File: src/rtl/uart_arb_pkg.sv
// uart_arb_pkg: shared types, constants and CRC-8 helper for the UART
// transmitter arbiter. Optional feature macro: UART_ARB_CRC_EN adds the
// CRC state encoding used when a CRC byte trails every completed frame.
package uart_arb_pkg;

  typedef enum logic [2:0] {
    ST_IDLE  = 3'd0,
    ST_SEND  = 3'd1,
    ST_WAIT  = 3'd2,
`ifdef UART_ARB_CRC_EN
    ST_GUARD = 3'd3,
    ST_CRC   = 3'd4
`else
    ST_GUARD = 3'd3
`endif
  } arb_state_t;

  localparam logic [7:0] CRC8_POLY = 8'h07;
  localparam logic [7:0] CRC8_INIT = 8'h00;

  // CRC-8, MSB-first: fold one byte into the running remainder.
  function automatic logic [7:0] crc8_update(input logic [7:0] crc, input logic [7:0] data);
    logic [7:0] c;
    c = crc ^ data;
    for (int i = 0; i < 8; i++) begin
      if (c[7]) begin
        c = {c[6:0], 1'b0} ^ CRC8_POLY;
      end else begin
        c = {c[6:0], 1'b0};
      end
    end
    return c;
  endfunction

endpackage

File: src/rtl/uart_arb_rr.sv
// uart_arb_rr: combinational round-robin picker. Scans the valid vector
// starting one past the pointer (wrapping) and returns the first hit as a
// one-hot grant plus its index.
module uart_arb_rr #(
  parameter int NUM_REQ = 4,
  parameter int IDXW    = 2
) (
  input  logic [NUM_REQ-1:0] req_valid,
  input  logic [IDXW-1:0]    ptr,
  output logic [NUM_REQ-1:0] win_grant,
  output logic [IDXW-1:0]    win_idx,
  output logic               win_any
);

  logic [IDXW-1:0] cand_s;

  // First valid requester after the pointer wins; the pointer itself is checked last.
  always_comb begin
    win_grant = {NUM_REQ{1'b0}};
    win_idx   = {IDXW{1'b0}};
    win_any   = 1'b0;
    cand_s    = {IDXW{1'b0}};
    for (int i = 1; i <= NUM_REQ; i++) begin
      cand_s = IDXW'((int'(ptr) + i) % NUM_REQ);
      if (!win_any && req_valid[cand_s]) begin
        win_any           = 1'b1;
        win_idx           = cand_s;
        win_grant[cand_s] = 1'b1;
      end else begin
        // an earlier candidate already won, or this one is idle
      end
    end
  end

endmodule

File: src/rtl/uart_tx_arbiter.sv
// uart_tx_arbiter: shares one 8N1 UART transmitter between NUM_REQ frame
// sources. Frame-granular round robin; the owner keeps the line (and the
// RS485 driver enable) until its last byte completes plus a guard gap.
// A requester that withholds its next byte for STALL_CLKS clocks loses
// the frame (o_Abort pulse). Optional feature macro: UART_ARB_CRC_EN
// appends a CRC-8 byte after the last byte of every non-aborted frame.
module uart_tx_arbiter
  import uart_arb_pkg::*;
#(
  parameter int NUM_REQ    = 4,
  parameter int GUARD_CLKS = 16,
  parameter int STALL_CLKS = 1024
) (
  input  logic                   i_Clock,
  input  logic                   i_Reset,
  input  logic [NUM_REQ-1:0]     i_Req_Valid,
  input  logic [8*NUM_REQ-1:0]   i_Req_Data,
  input  logic [NUM_REQ-1:0]     i_Req_Last,
  output logic [NUM_REQ-1:0]     o_Req_Ready,
  output logic [NUM_REQ-1:0]     o_Grant,
  output logic                   o_Tx_DV,
  output logic [7:0]             o_Tx_Byte,
  input  logic                   i_Tx_Active,
  input  logic                   i_Tx_Done,
  output logic                   o_DE,
  output logic                   o_Busy,
  output logic                   o_Abort
);

  localparam int IDXW = (NUM_REQ > 1) ? $clog2(NUM_REQ) : 1;
  localparam int GW   = $clog2(GUARD_CLKS + 1);
  localparam int SW   = $clog2(STALL_CLKS + 1);

  arb_state_t           state_r;
  logic [IDXW-1:0]      ptr_r;
  logic [NUM_REQ-1:0]   win_grant_s;
  logic [IDXW-1:0]      win_idx_s;
  logic                 win_any_s;
  logic                 done_d_r;
  logic                 done_rise_s;
  logic                 last_r;
  logic                 xfer_s;
  logic [7:0]           sel_data_s;
  logic                 sel_last_s;
  logic [GW-1:0]        guard_cnt_r;
  logic [SW-1:0]        stall_cnt_r;
`ifdef UART_ARB_CRC_EN
  logic [7:0]           crc_r;
  logic                 crc_sent_r;
`endif

  uart_arb_rr #(
    .NUM_REQ (NUM_REQ),
    .IDXW    (IDXW)
  ) u_rr (
    .req_valid (i_Req_Valid),
    .ptr       (ptr_r),
    .win_grant (win_grant_s),
    .win_idx   (win_idx_s),
    .win_any   (win_any_s)
  );

  // The pointer always holds the current owner's index while a grant is live.
  assign sel_data_s  = i_Req_Data[{ptr_r, 3'b000} +: 8];
  assign sel_last_s  = i_Req_Last[ptr_r];
  assign done_rise_s = i_Tx_Done & ~done_d_r;
  assign xfer_s      = |(i_Req_Valid & o_Req_Ready);

  // Ready goes only to the owner, and only while the transmitter is free.
  always_comb begin
    if ((state_r == ST_SEND) && !i_Tx_Active) begin
      o_Req_Ready = o_Grant;
    end else begin
      o_Req_Ready = {NUM_REQ{1'b0}};
    end
  end

  // Arbitration FSM with registered transmitter, driver-enable and status outputs.
  always_ff @(posedge i_Clock or posedge i_Reset) begin
    if (i_Reset) begin
      state_r     <= ST_IDLE;
      ptr_r       <= IDXW'(NUM_REQ - 1);
      o_Grant     <= {NUM_REQ{1'b0}};
      o_Tx_DV     <= 1'b0;
      o_Tx_Byte   <= 8'h00;
      o_DE        <= 1'b0;
      o_Busy      <= 1'b0;
      o_Abort     <= 1'b0;
      done_d_r    <= 1'b0;
      last_r      <= 1'b0;
      guard_cnt_r <= {GW{1'b0}};
      stall_cnt_r <= {SW{1'b0}};
`ifdef UART_ARB_CRC_EN
      crc_r       <= CRC8_INIT;
      crc_sent_r  <= 1'b0;
`endif
    end else begin
      o_Tx_DV  <= 1'b0;
      o_Abort  <= 1'b0;
      done_d_r <= i_Tx_Done;
      case (state_r)
        ST_IDLE: begin
          if (win_any_s) begin
            o_Grant     <= win_grant_s;
            ptr_r       <= win_idx_s;
            o_DE        <= 1'b1;
            o_Busy      <= 1'b1;
            last_r      <= 1'b0;
            stall_cnt_r <= {SW{1'b0}};
            guard_cnt_r <= {GW{1'b0}};
`ifdef UART_ARB_CRC_EN
            crc_r       <= CRC8_INIT;
`endif
            state_r     <= ST_SEND;
          end else begin
            state_r <= ST_IDLE;
          end
        end
        ST_SEND: begin
          if (xfer_s) begin
            o_Tx_DV     <= 1'b1;
            o_Tx_Byte   <= sel_data_s;
            last_r      <= sel_last_s;
            stall_cnt_r <= {SW{1'b0}};
`ifdef UART_ARB_CRC_EN
            crc_r       <= crc8_update(crc_r, sel_data_s);
`endif
            state_r     <= ST_WAIT;
          end else if (stall_cnt_r >= SW'(STALL_CLKS - 1)) begin
            o_Abort     <= 1'b1;
            stall_cnt_r <= {SW{1'b0}};
            guard_cnt_r <= {GW{1'b0}};
            state_r     <= ST_GUARD;
          end else begin
            stall_cnt_r <= stall_cnt_r + SW'(1);
          end
        end
        ST_WAIT: begin
          // A done held high for several clocks advances the frame only once.
          if (done_rise_s) begin
            if (!last_r) begin
              state_r <= ST_SEND;
            end else begin
`ifdef UART_ARB_CRC_EN
              crc_sent_r  <= 1'b0;
              state_r     <= ST_CRC;
`else
              guard_cnt_r <= {GW{1'b0}};
              state_r     <= ST_GUARD;
`endif
            end
          end else begin
            state_r <= ST_WAIT;
          end
        end
`ifdef UART_ARB_CRC_EN
        ST_CRC: begin
          if (!crc_sent_r && !i_Tx_Active) begin
            o_Tx_DV    <= 1'b1;
            o_Tx_Byte  <= crc_r;
            crc_sent_r <= 1'b1;
          end else if (crc_sent_r && done_rise_s) begin
            guard_cnt_r <= {GW{1'b0}};
            state_r     <= ST_GUARD;
          end else begin
            state_r <= ST_CRC;
          end
        end
`endif
        ST_GUARD: begin
          if (guard_cnt_r >= GW'(GUARD_CLKS - 1)) begin
            o_Grant     <= {NUM_REQ{1'b0}};
            o_DE        <= 1'b0;
            o_Busy      <= 1'b0;
            guard_cnt_r <= {GW{1'b0}};
            state_r     <= ST_IDLE;
          end else begin
            guard_cnt_r <= guard_cnt_r + GW'(1);
          end
        end
        default: begin
          o_Grant <= {NUM_REQ{1'b0}};
          o_DE    <= 1'b0;
          o_Busy  <= 1'b0;
          state_r <= ST_IDLE;
        end
      endcase
    end
  end

endmodule

File: config.mk
export PLATFORM = sky130hd
export DESIGN_NAME = uart_tx_arbiter
export DESIGN_NICKNAME = d
export VERILOG_FILES = /design/src/rtl/uart_arb_pkg.sv /design/src/rtl/uart_arb_rr.sv /design/src/rtl/uart_tx_arbiter.sv
export SDC_FILE = /design/constraint.sdc
export NUM_CORES = 1
export LEC_CHECK = 0
export BUFFER_PORTS_ARGS = -buffer_cell sky130_fd_sc_hd__buf_2
export CAP_MARGIN = 20
export CORE_MARGIN = 1
export CORE_UTILIZATION = 45
export CTS_CLUSTER_DIAMETER = 120
export DETAILED_ROUTE_END_ITERATION = 10
export HOLD_SLACK_MARGIN = 0.06
export PLACE_DENSITY = 0.73
export SLEW_MARGIN = 30
export SYNTH_ARGS = -nofsm -noshare
export SYNTH_HDL_FRONTEND = slang
export SYNTH_SLANG_ARGS = --single-unit
File: constraint.sdc
create_clock -name i_Clock -period 4.95 [get_ports i_Clock]
set_clock_uncertainty 0.2 [all_clocks]
set_input_delay 0.7425 -clock i_Clock [delete_from_list [all_inputs] [get_ports i_Clock]]
set_output_delay 0.7425 -clock i_Clock [all_outputs]
set_load 0.02 [all_outputs]
==> results.toml, run 1 <==
[outcome]
status = "finished clean"

[yosys]
synth_edf_count = 0
muxShareOfSynthArea = 0.190
yosys_register_bits = 37
ys_warn_count = 0
synthesis.area_um2 = 2540
ys_types = 52
netlist_instances = 238
synthArstFlopShare = 1.00
synth_top_family_by_area = "multiplexers"
syn-num-nets = 297
yosys-top-cells-count = "dfrtp_1 (35), inv_1 (20), nand2_1 (18)"
synthFlopType = "dfrtp_1"
synth.area.top_cells = "dfrtp_1 (35%), mux4_2 (9.8%), ha_1 (7.4%), mux2_2 (4.4%), inv_1 (3.0%)"
avgSynthCellArea_um2 = 10.7
ys_seq_area_frac = 0.366
synthSimpleGateAreaFrac = 0.150
synth.most_common_cell = "dfrtp_1"
synth_top_area_cell = "dfrtp_1"
synth_compound_area_frac = 0.164
yosysTopAreaCellShare = 0.345
synth-xor-area-share = 0.00345
synth_fa_ha_area_frac = 0.0740

[route]
vias = 2069
wl_met3_um = 224
drc = 0
wl_per_cell_um = 13.9
vias_per_cell = 5.55
postRouteAntennaNets = 0
drt_iter0_markers = 83
dr.pass1.iters = 4
wl_met1_mm = 2.47
routed.top_layer = "met4"
dr_wl_met2_mm = 2.48
wl_mm = 5.20

[critical_path]
cp_num_buf_inv = 1
worst_path_max_delay_cell = "dfstp_2"
cp_max_fo = 21
worstPathArrival_ns = 3.72
crit_cells = 7
start_kind = "flop"
path_delay_family = "multiplexers"
crit_required_ns = 4.92
rr_worst_depth = 7
max_stage_delay_ns = 0.90
worst-setup-path-type = "flop to flop"
crit_chain = "inv_1 > ha_1 > mux4_2 > or3_1 > nor2_4 > nor3_2 > mux2_4"
r2r_slack_ns = 1.20
end_kind = "flop"

[clock_network]
cts_tree = "done"
post_cts_buffers = 0
clock-sinks = 37
cts_hold_buf = 0
htreeDepth = 2
cts_root_buf = "clkbuf_8"
cts_buffers = 5
post_cts_resized = 0
clock_path_buffers = 2
clkSlewWorstSetupHoldPaths_ns = 0.08
clock_latency_ns = 0.29

[die]
die_w_um = 77.1
initial_core_util = 0.481
core_um2 = 5270
core.rowCount = 26
ioPinCount = 64
die_h_um = 77.1
die-area_um2 = 5940

[global_routing]
track_usage = 0.196
overflow = 0
grt_pass1_vias = 2054
antenna_found_initial = 0
grt_max_degree = 38
grt_pass1_wl_mm = 9.23

[timing]
hold_viol_final = 0
setup_viol = 0
relSlewSlack = 0.582
rsz0062_at_grt = "false"
drv_slew = 0
worst_slew_pin_slew_ns = 0.620
timing.final.crit_share = 0.757
max_freq_mhz = 267
setup_tns_ns = 0
period_needed_ns = 3.75

[worst_hold_path]
hold_depth = 1
hp-class = "flop to flop"

[place]
port_buffers = 63
gp_congestion = 0.788
place_hpwl_mm = 4.00

[cells_and_area]
final_nets = 361
diodes = 0
syn_to_final_growth_pct = 17.9
drive_above_1_share = 0.350

[power_and_ir_drop]
power_density_nw_per_um2 = 555
power_mw = 1.66
irDropWorstVdd_v = 0.000444
p_leak_nw = 1.40

[job]
drv_cap = 0
-- per-stage QoR --
stage               hold WS (ns)  area [µm²]  setup WS (ns)   util  cells
finish                     0.290        2990           1.20  0.567    373
global route               0.337        2990          0.953  0.567    373
CTS                        0.297        2980           1.20  0.566    373
detailed placement         0.278        2900           1.22  0.550    365
global placement           0.273        2900           1.35  0.550    365
floorplan                  0.254        2540           1.31      -    238
-- power by group --
| part | switching (mW) | internal (mW) | total, mW |
|---|---|---|---|
| registers | 0.115 | 0.389 | 0.504 |
| logic | 0.508 | 0.441 | 0.949 |
| clock network | 0.108 | 0.0971 | 0.205 |
| total | 0.731 | 0.927 | 1.66 |
-- worst paths after layout --
check                                                  from                           to
worst min register to register  stall_cnt_r[10]$_DFFE_PP0P_  stall_cnt_r[10]$_DFFE_PP0P_
worst max register to register         ptr_r[0]$_DFFE_PP1P_   guard_cnt_r[0]$_DFFE_PP0P_
min in group asynchronous                           i_Reset     o_Tx_Byte[6]$_DFFE_PP0P_
worst max-delay path                   ptr_r[0]$_DFFE_PP1P_   guard_cnt_r[0]$_DFFE_PP0P_
worst min-delay path            stall_cnt_r[10]$_DFFE_PP0P_  stall_cnt_r[10]$_DFFE_PP0P_
max in group asynchronous                           i_Reset         ptr_r[1]$_DFFE_PP1P_
-- cells by family (layout without fill, tap and decap cells) --
group                      Yosys count  after routing
buffers and inverters               28             93
xor gates and xnor gates             1              1
muxes                               29             29
AOI/OAI and AO/OA                   55             55
adders and majority gates           15             15
DFF                                 37             37
and+or+nand+nor                     73             73
-- routing by layer --
| layer | up-vias | track usage |
|---|---|---|
| li1 | 1010 | - |
| met1 | 994 | 0.257 |
| met2 | 61 | 0.330 |
| met3 | 4 | 0.0310 |
| met4 | 0 | 0.0623 |
| met5 | - | 0 |
-- area by class of cell --
class | count | area, µm²
fill | 467 | 2280
multi-input combinational | 173 | 1480
sequential | 37 | 928
timing repair buffer | 65 | 330
tap | 70 | 87.6
inverter | 20 | 75.1
clock buffer | 5 | 68.8
clock inverter | 3 | 17.5
-- flip-flops by register name, indices dropped and copies added (netlist names) --
name and count:
stall_cnt_r 11, o_Tx_Byte 8, guard_cnt_r 5, o_Grant 4
ptr_r 2, state_r 2, done_d_r 1, last_r 1
o_Abort 1, o_Busy 1, o_Tx_DV 1
-- cell usage in the layout (no fill, tap or decap), types with 4 or more instances in the layout --
master,instances
nor2_1,12
a221o_1,4
mux4_2,11
clkbuf_8,5
a22oi_1,6
mux2i_1,4
or3_1,5
nand2_1,18
mux2_2,10
nand2b_1,9
ha_1,15
nor4_1,4
buf_2,63
and2_1,7
o21ai_0,15
nand3_1,7
a21oi_1,6
inv_1,20
dfrtp_1,35
Note: power is estimated with default switching activity, not from simulation.
==> inputs of run 2 (changes only) <==
--- a/config.mk
+++ b/config.mk
@@ -12,7 +12,7 @@
 export CTS_CLUSTER_DIAMETER = 120
 export DETAILED_ROUTE_END_ITERATION = 10
 export HOLD_SLACK_MARGIN = 0.06
-export PLACE_DENSITY = 0.73
+export PLACE_DENSITY = 0.76
 export SLEW_MARGIN = 30
 export SYNTH_ARGS = -nofsm -noshare
 export SYNTH_HDL_FRONTEND = slang
==> constraint.sdc (replaced) <==
create_clock -name i_Clock -period 3.2 [get_ports i_Clock]
set_clock_uncertainty 0.2 [all_clocks]
set_input_delay 0.48 -clock i_Clock [delete_from_list [all_inputs] [get_ports i_Clock]]
set_output_delay 0.48 -clock i_Clock [all_outputs]
set_load 0.02 [all_outputs]
==> run 2 against run 1 <==
First-iteration DRC count grew 48%. Setup slack lost 0.97 ns. Critical endpoint is now guard_cnt_r[4]$_DFFE_PP0P_. Non-clock buffer count grew 4. Sequential power grew 36%. Power grew 65%. Cell count grew 1.1%. Critical path type unchanged. Sequential cell count is the same.
==> results.toml, run 2 (same netlist as run 1, synthesis figures left out) <==
[timing]
rsz0062_at_grt = "false"
setup_viol = 0
timing.final.crit_share = 0.925
max_freq_mhz = 338
relSlewSlack = 0.580
hold_viol_final = 0
drv_slew = 0
worst_slew_pin_slew_ns = 0.623
period_needed_ns = 2.96
setup_tns_ns = 0
fin_ws_ns = 0.239

[die]
core_um2 = 5270
ioPinCount = 64
die_w_um = 77.1
die_h_um = 77.1
die-area_um2 = 5940
initial_core_util = 0.481
core.rowCount = 26

[cells_and_area]
largest_reg_flops = 11
diodes = 0
syn_to_final_growth_pct = 20.5
reg_top3 = "stall_cnt_r: 11 flops, o_Tx_Byte: 8 flops, guard_cnt_r: 5 flops"
final_cell_mix = "buf_2 (63), dfrtp_1 (35), inv_1 (20), nand2_1 (18), o21ai_0 (15)"
top_register = "stall_cnt_r"
fin_cells = 377
final_common_cell = "buf_2"
drive_above_1_share = 0.358
final_nets = 365
final_util = 0.580

[critical_path]
reg2reg_from = "ptr_r[1]$_DFFE_PP1P_"
start_kind = "flop"
cp_max_fo = 7
rr_worst_depth = 7
crit_required_ns = 3.19
worst-setup-path-type = "flop to flop"
r2r_slack_ns = 0.24
cp-endpoint = "guard_cnt_r[4]$_DFFE_PP0P_"
worstPathArrival_ns = 2.95
rr_endpoint = "guard_cnt_r[4]$_DFFE_PP0P_"
startpoint = "ptr_r[1]$_DFFE_PP1P_"
end_kind = "flop"

[global_routing]
grt_pass1_wl_mm = 9.77
overflow = 0
grt_pass1_vias = 2139
track_usage = 0.205
antenna_found_initial = 0
grt_max_degree = 38

[clock_network]
cts_root_buf = "clkbuf_8"
clock-sinks = 37
post_cts_resized = 0
cts_tree = "done"
htreeDepth = 2
clock_path_buffers = 2
clock_latency_ns = 0.29
clkSlewWorstSetupHoldPaths_ns = 0.08
cts_hold_buf = 0
cts_buffers = 5
post_cts_buffers = 0

[power_and_ir_drop]
sw_frac_of_total = 0.428
p_comb_frac = 0.594
power_density_nw_per_um2 = 896
power_frac_clock = 0.155
p_int_mw = 1.57
p_leak_nw = 1.43
p_switching_mw = 1.17
p_seq_frac = 0.251
irDropWorstVdd_v = 0.000582

[route]
vias = 2118
drt_iter0_markers = 123
wl_per_cell_um = 15.2
postRouteAntennaNets = 0
wl_mm = 5.72
drc = 0
vias_per_cell = 5.62
dr.pass1.iters = 4

[place]
gp_congestion = 0.846
pre_cts_ws_ns = 0.256
port_buffers = 63
dp.cells = 369
place_hpwl_mm = 4.27

[outcome]
status = "finished clean"

[job]
drv_cap = 0

[worst_hold_path]
hp-class = "input pin to async pin"
run 2: cell count changes in the layout (fill, tap and decap cells not counted):
cell,before,now
nor3_2,2,1
nor3_1,2,3
buf_4,2,6
bufinv_16,0,1
ha_4,0,1
clkinv_2,2,0
clkinv_4,0,1
ha_1,15,14
run 2: cell type report:
| type | instances | area, µm² |
|---|---|---|
| Clock buffer | 5 | 68.8 |
| Fill cell | 484 | 2210 |
| Tap cell | 70 | 87.6 |
| Multi-Input combinational cell | 173 | 1490 |
| Inverter | 20 | 75.1 |
| Sequential cell | 37 | 928 |
| Clock inverter | 3 | 46.3 |
| Timing Repair Buffer | 69 | 360 |
run 2: power groups by stage:
stage | sequential, mW | combinational, mW | clock (mW)
after floorplan | 0.779 | 1.22 | 0
after global placement | 0.689 | 1.59 | 0
after detailed placement | 0.694 | 1.63 | 0
after CTS | 0.687 | 1.63 | 0.433
after global routing | 0.705 | 1.81 | 0.451
final | 0.687 | 1.63 | 0.425
run 2: through the flow:
step	power [mW]	instance area, µm²	hold slack, ns
2_1_floorplan	2.00	2550	0.254
3_3_place_gp	2.28	2940	0.273
3_5_place_dp	2.32	2940	0.282
4_1_cts	2.75	3060	0.106
5_1_grt	2.96	3060	0.125
6_report	2.74	3060	0.0884
run 2: routing by layer:
| metal | vias to the layer above | track usage | part of all wire |
|---|---|---|---|
| li1 | 1016 | - | - |
| met1 | 1011 | 0.258 | 0.43 |
| met2 | 84 | 0.357 | 0.50 |
| met3 | 7 | 0.0429 | 0.061 |
| met4 | 0 | 0.0528 | 0.011 |
| met5 | - | 0 | 0 |
run 2: worst max-delay path: stages (launching register included):
cell and delay, ns:
dfstp_2 0.53, inv_1 0.11, ha_4 0.34, mux4_2 0.50, or3_1 0.53, nor2_4 0.21
nor3_2 0.12, mux2_4 0.31
run 2: worst min path at each step:
stage / endpoint / slack [ns] / cells after the start
floorplan: stall_cnt_r[10]$_DFFE_PP0P_ / 0.25 / 1
global placement: stall_cnt_r[10]$_DFFE_PP0P_ / 0.27 / 1
detailed placement: stall_cnt_r[10]$_DFFE_PP0P_ / 0.28 / 1
CTS: o_Busy$_DFFE_PP0P_ / 0.11 / 3
global route: done_d_r$_DFF_PP0_ / 0.12 / 1
finish: state_r[0]$_DFFE_PP0P_ / 0.09 / 3
==> inputs of run 3 (changes only) <==
==> constraint.sdc (replaced) <==
create_clock -name i_Clock -period 2.7 [get_ports i_Clock]
set_clock_uncertainty 0.2 [all_clocks]
set_input_delay 0.405 -clock i_Clock [delete_from_list [all_inputs] [get_ports i_Clock]]
set_output_delay 0.405 -clock i_Clock [all_outputs]
set_load 0.02 [all_outputs]
==> run 3 against run 2 <==
Via count grew 6.2%. Combinational power rose by 43%. Sequential share of layout area decreased by 1.9 points. Count of clock-buffer cells in the layout is 1 higher. Critical path type unchanged. Power rose by 34%. Final area increased by 6.8%. Sequential power increased by 21%. Critical path depth is the same. Utilization is 3.9 points higher.
==> results.toml, run 3 (same netlist as run 1, synthesis figures left out) <==
[power_and_ir_drop]
power_density_nw_per_um2 = 1120
p_comb_frac = 0.635
p_seq_frac = 0.226
power_mw = 3.66
sw_frac_of_total = 0.409
p_int_mw = 2.17
p_switching_mw = 1.50
p_leak_nw = 1.54
irDropWorstVdd_v = 0.000877
power_frac_clock = 0.139

[clock_network]
cts_buffers = 5
cts_tree = "done"
clock_path_buffers = 2
cts_root_buf = "clkbuf_8"
clock-sinks = 37
clkSlewWorstSetupHoldPaths_ns = 0.08
htreeDepth = 2
clock_latency_ns = 0.29

[die]
ioPinCount = 64
core.rowCount = 26
die_w_um = 77.1
initial_core_util = 0.481
die_h_um = 77.1
core_um2 = 5270
die-area_um2 = 5940

[cells_and_area]
diodes = 0
top_register = "stall_cnt_r"
final_cell_area_um2 = 3260
largest_reg_flops = 11
reg_top3 = "stall_cnt_r: 11 flops, o_Tx_Byte: 8 flops, guard_cnt_r: 5 flops"
syn_to_final_growth_pct = 28.6
final_nets = 385
final_cell_mix = "buf_2 (63), dfrtp_1 (35), buf_4 (22), inv_1 (19), nand2_1 (17)"
drive_above_1_share = 0.410
fillCellCount = 444
final_common_cell = "buf_2"

[critical_path]
start_kind = "flop"
worst-setup-path-type = "flop to flop"
max_stage_delay_ns = 0.60
cp_max_fo = 7
worst_path_max_delay_cell = "dfstp_2"
rr_endpoint = "guard_cnt_r[0]$_DFFE_PP0P_"
reg2reg_from = "ptr_r[0]$_DFFE_PP1P_"
rr_worst_depth = 7
cp_num_buf_inv = 1
end_kind = "flop"
crit_chain = "inv_8 > ha_4 > mux4_2 > or3_4 > nor2_4 > nor3_4 > mux2_4"
r2r_slack_ns = 0.03
worstPathArrival_ns = 2.65
path_delay_family = "multiplexers"
crit_required_ns = 2.68

[global_routing]
grt_max_degree = 38
track_usage = 0.212
overflow = 0
grt_pass1_wl_mm = 9.99
grt_pass1_vias = 2246
antenna_found_initial = 0

[place]
port_buffers = 63
place_area_um2 = 3080
gp_congestion = 0.840
place_hpwl_mm = 4.46

[job]
drv_cap = 0

[outcome]
status = "finished clean"

[route]
wl_per_cell_um = 14.7
postRouteAntennaNets = 0
drt_iter0_markers = 111
drc = 0
dr.pass1.iters = 4
wl_mm = 5.82
vias_per_cell = 5.67
vias = 2250

[timing]
hold_viol_final = 0
setup_viol = 0
relSlewSlack = 0.607
timing.final.crit_share = 0.990
drv_slew = 0
period_needed_ns = 2.67
max_freq_mhz = 374
worst_slew_pin_slew_ns = 0.583
rsz0062_at_grt = "true"

[worst_hold_path]
hp-class = "input pin to flop"
min-delay-start = "i_Tx_Done"
hold_end = "done_d_r$_DFF_PP0_"
hold_depth = 1
[run 3: cell count changes in the layout (fill, tap and decap cells not counted), moves of 2 or more]
cell | before | now
buf_4 | 6 | 22
o21ai_1 | 1 | 10
or3_1 | 5 | 3
o21ai_0 | 15 | 6
buf_6 | 0 | 2
or3_4 | 0 | 2
[run 3: power by group through the flow]
stage	combinational, mW	clock [mW]	sequential [mW]
after floorplan	1.51	0	0.923
after global placement	2.14	0	0.825
after detailed placement	2.20	0	0.832
after CTS	2.23	0.517	0.825
after global routing	2.55	0.538	0.848
final	2.33	0.508	0.829
[run 3: repair_timing]
action,in CTS,in global routing
gates resized for setup,1,8
hold buffers,1,0
hold endpoints to repair,35,0
pin swaps,0,2
setup endpoints to repair,15,15
buffers inserted,0,4
[run 3: metal layers]
layer	routed length, µm	global-route usage
met1	2430	0.258
met2	2990	0.371
met3	337	0.0417
met4	61	0.0755
met5	0	0
[run 3: layout make-up]
class,instances,area (µm²),area share
repair buffers,89,533,0.163
multi-input cells,173,1510,0.463
inverters,20,82.6,0.0253
clock inverters,2,37.5,0.0115
well taps,70,87.6,0.0269
clock buffers,6,82.6,0.0253
flip-flops and latches,37,928,0.285
[run 3: worst max-delay path by stage]
stage                         start                    endpoint  slack [ns]  depth (start not counted)
3_3_place_gp   ptr_r[0]$_DFFE_PP1P_  guard_cnt_r[4]$_DFFE_PP0P_       -0.05                          7
3_5_place_dp   ptr_r[0]$_DFFE_PP1P_      o_Grant[1]$_DFFE_PP0P_       -0.07                          7
5_1_grt        ptr_r[0]$_DFFE_PP1P_  guard_cnt_r[0]$_DFFE_PP0P_       -0.04                          7
4_1_cts        ptr_r[0]$_DFFE_PP1P_  guard_cnt_r[0]$_DFFE_PP0P_       0.005                          7
2_1_floorplan  ptr_r[0]$_DFFE_PP1P_  guard_cnt_r[0]$_DFFE_PP0P_       -0.30                         10
6_report       ptr_r[0]$_DFFE_PP1P_  guard_cnt_r[0]$_DFFE_PP0P_        0.03                          7
[run 3: stage by stage]
step,TNS [ns],utilization,hold WS [ns],std cells,setup WS [ns]
floorplan,-3.88,-,0.236,238,-0.296
global placement,-0.173,0.584,0.273,384,-0.0529
detailed placement,-0.569,0.584,0.291,384,-0.0733
CTS,0,0.610,0.0627,393,0.00512
global route,-0.138,0.619,0.0615,397,-0.0425
finish,0,0.619,0.0662,397,0.0266
